**config.mk**
```make
export PLATFORM = sky130hd
export DESIGN_NAME = jk_drive_seq
export DESIGN_NICKNAME = d
export VERILOG_FILES = /design/src/rtl/jk_pkg.sv /design/src/rtl/jk_ref_model.sv /design/src/rtl/jk_drive_seq.sv
export SDC_FILE = /design/constraint.sdc
export NUM_CORES = 1
export LEC_CHECK = 0
export CORE_UTILIZATION = 39
export DETAILED_ROUTE_END_ITERATION = 16
export PLACE_DENSITY = 0.76
export SLEW_MARGIN = 15
export SYNTH_ARGS = -nofsm -noshare
export SYNTH_HDL_FRONTEND = slang
export SYNTH_SLANG_ARGS = --single-unit
```
**constraint.sdc**
```tcl
create_clock -name clk -period 1.55 [get_ports clk]
set_input_delay 0.31 -clock clk [delete_from_list [all_inputs] [get_ports clk]]
set_output_delay 0.31 -clock clk [all_outputs]
set_load 0.03 [all_outputs]
```
**src/rtl/jk_pkg.sv**
```systemverilog
// Shared types for the JK drive sequencer: command opcodes ({j,k} encoding) and FSM states.
package jk_pkg;

   localparam int JK_OP_W = 2;

   typedef enum logic [JK_OP_W-1:0] {
      OP_HOLD   = 2'b00,
      OP_RESET  = 2'b01,
      OP_SET    = 2'b10,
      OP_TOGGLE = 2'b11
   } jk_op_e;

   typedef enum logic [1:0] {
      ST_IDLE  = 2'b00,
      ST_DRIVE = 2'b01,
      ST_FIN   = 2'b10
   } seq_state_e;

endpackage

```
**src/rtl/jk_ref_model.sv**
```systemverilog
// Per-lane expected-state model of the downstream JK flop bank, with a sticky Q compare.
module jk_ref_model
   import jk_pkg::*;
#(
   parameter int WIDTH = 8
) (
   input  logic             clk,
   input  logic             rst_n,
   input  logic [WIDTH-1:0] j,
   input  logic [WIDTH-1:0] k,
   input  logic [WIDTH-1:0] q_fb,
   output logic [WIDTH-1:0] mismatch
);

   logic [WIDTH-1:0] exp_q;
   logic [WIDTH-1:0] exp_vld;

   // NOTE: exp_q is reset along with exp_vld even though its value is ignored
   // until a lane is SET/RESET; this keeps the state deterministic for compare.
   always_ff @(posedge clk or negedge rst_n) begin
      if (!rst_n) begin
         exp_q    <= '0;
         exp_vld  <= '0;
         mismatch <= '0;
      end else begin
         // Compare uses the model value for the current cycle, before this edge updates it.
         mismatch <= mismatch | (exp_vld & (q_fb ^ exp_q));
         for (int i = 0; i < WIDTH; i++) begin
            case (jk_op_e'({j[i], k[i]}))
               OP_SET: begin
                  exp_q[i]   <= 1'b1;
                  exp_vld[i] <= 1'b1;
               end
               OP_RESET: begin
                  exp_q[i]   <= 1'b0;
                  exp_vld[i] <= 1'b1;
               end
               OP_TOGGLE: exp_q[i] <= ~exp_q[i];
               default:   ;
            endcase
         end
      end
   end

endmodule

```
**src/rtl/jk_drive_seq.sv**
```systemverilog
// Command sequencer driving j/k of a JK flop bank for a programmed number of cycles.
// Define JK_CHECK_EN to enable the per-lane Q feedback checker (jk_ref_model).
module jk_drive_seq
   import jk_pkg::*;
#(
   parameter int WIDTH = 8,
   parameter int LEN_W = 8
) (
   input  logic               clk,
   input  logic               rst_n,
   input  logic               cmd_valid,
   output logic               cmd_ready,
   input  logic [JK_OP_W-1:0] cmd_op,
   input  logic [WIDTH-1:0]   cmd_mask,
   input  logic [LEN_W-1:0]   cmd_len,
   output logic [WIDTH-1:0]   j,
   output logic [WIDTH-1:0]   k,
   output logic               busy,
   output logic               done,
   input  logic [WIDTH-1:0]   q_fb,
   output logic [WIDTH-1:0]   mismatch
);

   seq_state_e       state, state_nx;
   logic [LEN_W-1:0] cnt, cnt_nx;
   logic [WIDTH-1:0] j_nx, k_nx;
   logic             accept;

   assign cmd_ready = (state == ST_IDLE);
   assign busy      = (state == ST_DRIVE);
   assign done      = ((state == ST_DRIVE) && (cnt == LEN_W'(1))) || (state == ST_FIN);
   assign accept    = cmd_valid && cmd_ready;

   // NOTE: every output of this block gets a default first, so no path leaves
   // a variable unassigned and no latch is inferred.
   always_comb begin
      state_nx = state;
      cnt_nx   = cnt;
      j_nx     = j;
      k_nx     = k;
      case (state)
         ST_IDLE: begin
            if (accept) begin
               if (cmd_len != '0) begin
                  j_nx     = cmd_mask & {WIDTH{cmd_op[1]}};
                  k_nx     = cmd_mask & {WIDTH{cmd_op[0]}};
                  cnt_nx   = cmd_len;
                  state_nx = ST_DRIVE;
               end else begin
                  state_nx = ST_FIN;
               end
            end
         end
         ST_DRIVE: begin
            // cnt ends at 0 on exit, so it never wraps while idle.
            cnt_nx = cnt - LEN_W'(1);
            if (cnt == LEN_W'(1)) begin
               j_nx     = '0;
               k_nx     = '0;
               state_nx = ST_IDLE;
            end
         end
         ST_FIN: state_nx = ST_IDLE;
         default: begin
            j_nx     = '0;
            k_nx     = '0;
            cnt_nx   = '0;
            state_nx = ST_IDLE;
         end
      endcase
   end

   // NOTE: sequential state uses non-blocking assignments so every register
   // samples pre-edge values regardless of process ordering.
   always_ff @(posedge clk or negedge rst_n) begin
      if (!rst_n) begin
         state <= ST_IDLE;
         cnt   <= '0;
         j     <= '0;
         k     <= '0;
      end else begin
         state <= state_nx;
         cnt   <= cnt_nx;
         j     <= j_nx;
         k     <= k_nx;
      end
   end

`ifdef JK_CHECK_EN
   jk_ref_model #(
      .WIDTH (WIDTH)
   ) u_ref_model (
      .clk      (clk),
      .rst_n    (rst_n),
      .j        (j),
      .k        (k),
      .q_fb     (q_fb),
      .mismatch (mismatch)
   );
`else
   logic unused_q_fb;

   assign unused_q_fb = ^q_fb;
   assign mismatch    = '0;
`endif

endmodule
```
==> results.tsv <==
stage	metric	value	unit
sta	minimum clock period	1907	ps
layout	layout cells sized above 1	0.3220	
power_and_ir_drop	P_int	2.111	mW
sta	fin crit share	1.230	
clocking	Sink Count	26	
layout	most frequent cells in the layout	buf_4 (37), dfrtp_1 (24), dlygate4sd2_1 (24)	
clocking	CTS tree	yes	
critical_path	Worst path top cell family by delay	simple AND/OR/NAND/NOR gates	
synth	largest area contributor in the netlist	dfrtp_1	
placed_design	HPWL Detailed	2658	um
drt	drt total wl	3851	um
grt	Global Route Usage Sum	0.2079	
floorplanning	core footprint	3390	um2
critical_path	startpoint types	flop	
sta	RSZ-0062 raised after global routing	true	
power_and_ir_drop	power share of the sequential group	0.318	
clocking	CTS root buf	clkbuf_4	
layout	# diodes	0	
critical_path	slowest CP cell	dfrtp_1	
critical_path	Crit. End Element	primary output	
synth	average cell area after synthesis	10.83	um2
synth	top cells by area, synth	dfrtp_1 (47%), a22o_1 (10%), nor4_4 (4.6%), buf_4 (4.3%), nand2_1 (2.7%)	
sta	PnR worst setup slack	-357.0	ps
sta	clock skew	5.985	ps
critical_path	Worst R2R End	k[0]	
outcome	failing checks	negative setup slack	
grt	first-pass GRT wire length	5685	um
critical_path	critical path class	reg -> out	
floorplanning	starting density of the core	0.4123	
clocking	H-tree lvl count	1	
clocking	CTS clk-pin slew, worst paths	140	ps
critical_path	reg2reg start	cnt[5]	
power_and_ir_drop	clock power share	0.079	
synth	Post-Syn Area	1398	um2
critical_path	R2R cell count	6	
power_and_ir_drop	share of total power in combinational logic	0.604	
floorplanning	Die Width	61.86	um
clocking	# hold bufs at CTS	0	
placed_design	# port buffers	39	
synth	cell count after synthesis	129	
drt	routed via count	1290	
critical_path	worst endpoint required time	1240	ps
synth	post-synth top area share	0.4655	
drt	number of nets with antenna violations after routing	0	
synth	Warnings, synthesis	0	
sta	final hold slack	340.2	ps
drt	DR WL/cell	15.34	um
clocking	Inserted Clock Buffers	3	
critical_path	Worst Path Arrival	1600	ps
layout	Filler Cells Inserted	290	
drt	drt pass-1 iters	4	
clocking	worst-skew pair later-pin latency	320	ps
layout	multi-input logic area	679.4	um2
critical_path	CP Max Fanout	2	
drt	DRC viols	0	
power_and_ir_drop	Leak	1.092	nW
power_and_ir_drop	Switching Share	0.4238	
sta	final hold vios	0	
synth	Yosys cell types	41	
layout	area grow syn2layout	54.25	%
grt	initial antenna violation count	0	
power_and_ir_drop	NetSw	1.552	mW
sta	# setup viols final	19	
drt	vias per cell	5.139	
floorplanning	height of the die	61.86	um
hold_path	hold crit path type	in -> async	
sta	Max Clock Freq	0.5244	GHz
layout	post-layout util	0.6360	
floorplanning	I/O pins	56	
synth	synthesized flop and latch total	26	
placed_design	routability cong.	0.9146	
drt	DR iter-0 viols	76	
flow_run	maximum capacitance violations	0	
floorplanning	Rows	21	
layout	commonest non-fill, non-tap cell in the layout	buf_4	
grt	pin count of the biggest net entering global routing	27	
synth	sequential area share after synthesis	0.4655	
grt	vias in the first global route	1252	
clocking	CTS max path bufs	2	
outcome	status	complete, but fails checks	
grt	grt total ovfl	0	
power_and_ir_drop	Pwr Density	1699	nW/um2
critical_path	critical path's largest stage delay	430	ps
critical_path	R2R Setup Slk	-170	ps
floorplanning	die area	3827	um2
power_and_ir_drop	Peak VDD IR	0.0007698	V
critical_path	crit-path cells	nor4_4 > and3_4 > nand2_2 > o21ai_2 > buf_6	
layout	Reg area	653.1	um2
layout	layout net count	238	
critical_path	WP buf/inv	1	
sta	Slew Viols, Final	0	
## metrics by stage
stage / cell area (um2) / instances / setup WS, ps / total power [mW] / TNS [ps]
2_1_floorplan: 1433 / 136 / -0.2902 / 2.403 / -0.5804
3_3_place_gp: 1973 / 231 / -368.4 / 3.200 / -8542
3_5_place_dp: 1973 / 231 / -468.3 / 3.263 / -10080
4_1_cts: 2091 / 244 / -347.9 / 3.583 / -2438
5_1_grt: 2156 / 251 / -379.5 / 3.903 / -3191
6_report: 2156 / 251 / -357.0 / 3.663 / -2819
## routing by layer
layer | vias to the layer above | GRT usage | part of all wire
li1 | 616 | - | -
met5 | - | 0 | 0
met2 | 58 | 0.3763 | 0.50
met3 | 6 | 0.02692 | 0.055
met4 | 0 | 0.07619 | 0.015
met1 | 610 | 0.2520 | 0.43
## Yosys cell counts
library cell,instances
a22o_1,16
and2_1,2
buf_6,1
o2bb2ai_1,1
nor2_1,6
a21oi_4,1
nor3_1,4
ha_1,2
o21ai_0,1
o22ai_1,1
buf_2,5
o21ai_1,1
nand2b_1,2
nor4_4,3
o31ai_1,1
dfrtp_1,26
buf_1,1
mux2i_1,1
inv_2,2
buf_4,8
nand2_1,10
nand3_1,2
a21oi_1,4
or3_1,1
and3_4,1
and3_1,4
xor2_1,1
a2111oi_0,1
o32ai_1,1
o311a_1,1
nand2_2,1
inv_1,4
a211oi_1,3
and4b_1,1
a221o_1,3
nor2b_1,1
o22ai_4,1
xnor2_1,1
conb_1,1
a211o_1,1
nor2_2,1
## power by group through the flow
stage          combinational [mW]  sequential, mW  clock (mW)
2_1_floorplan               0.891            1.51           0
3_3_place_gp                 2.01            1.19           0
3_5_place_dp                 2.07            1.19           0
4_1_cts                      2.12            1.17       0.285
5_1_grt                      2.40            1.19       0.312
6_report                     2.21            1.16       0.288
## flip-flops by register name, indices dropped and copies added, names as in the netlist
name	count
cnt	8
state	2
k	8
j	8
## cells by family (layout without fill, tap and decap cells)
kind of cell | after synthesis | count (layout) | synth area share
xor+xnor | 2 | 2 | 0.01254
flops | 26 | 26 | 0.4655
simple gates | 39 | 39 | 0.1791
fa+ha+maj | 2 | 2 | 0.01790
mux | 1 | 1 | 0.007162
other cells | 1 | 8 | 0.002683
compound gates | 37 | 37 | 0.2274
buf+inv | 21 | 90 | 0.08773
## what timing repair did
action | 4_1_cts | 5_1_grt
endpoints found under the hold margin | 0 | 0
pin swaps | 7 | 5
setup endpoints to repair | 40 | 24
resized for setup | 34 | 6
gates cloned | 1 | 0
setup buffers | 10 | 9
## layout make-up
cell class	instances	share of cell area
timing repair buffer	81	0.3343
sequential	26	0.3030
multi-input combinational	89	0.3151
tap	46	0.02670
inverter	6	0.01045
clock buffer	3	0.01045
## worst max-delay path by stage
stage | cells past startpoint | start | end
floorplan | 5 | cnt[5] | k[5]
global placement | 5 | cmd_len[2] | j[5]
detailed placement | 5 | cmd_len[4] | j[1]
CTS | 5 | cnt[3] | done
global route | 5 | cnt[5] | done
finish | 5 | cnt[5] | done
## worst reg2reg max path, cell delays in order (launching register included)
cell and delay [ps]:
dfrtp_1 430, nor4_4 340, and3_4 250, buf_4 120, o22ai_4 100, buf_12 150, a22o_1 230
Power figures use the tool's default switching activity.
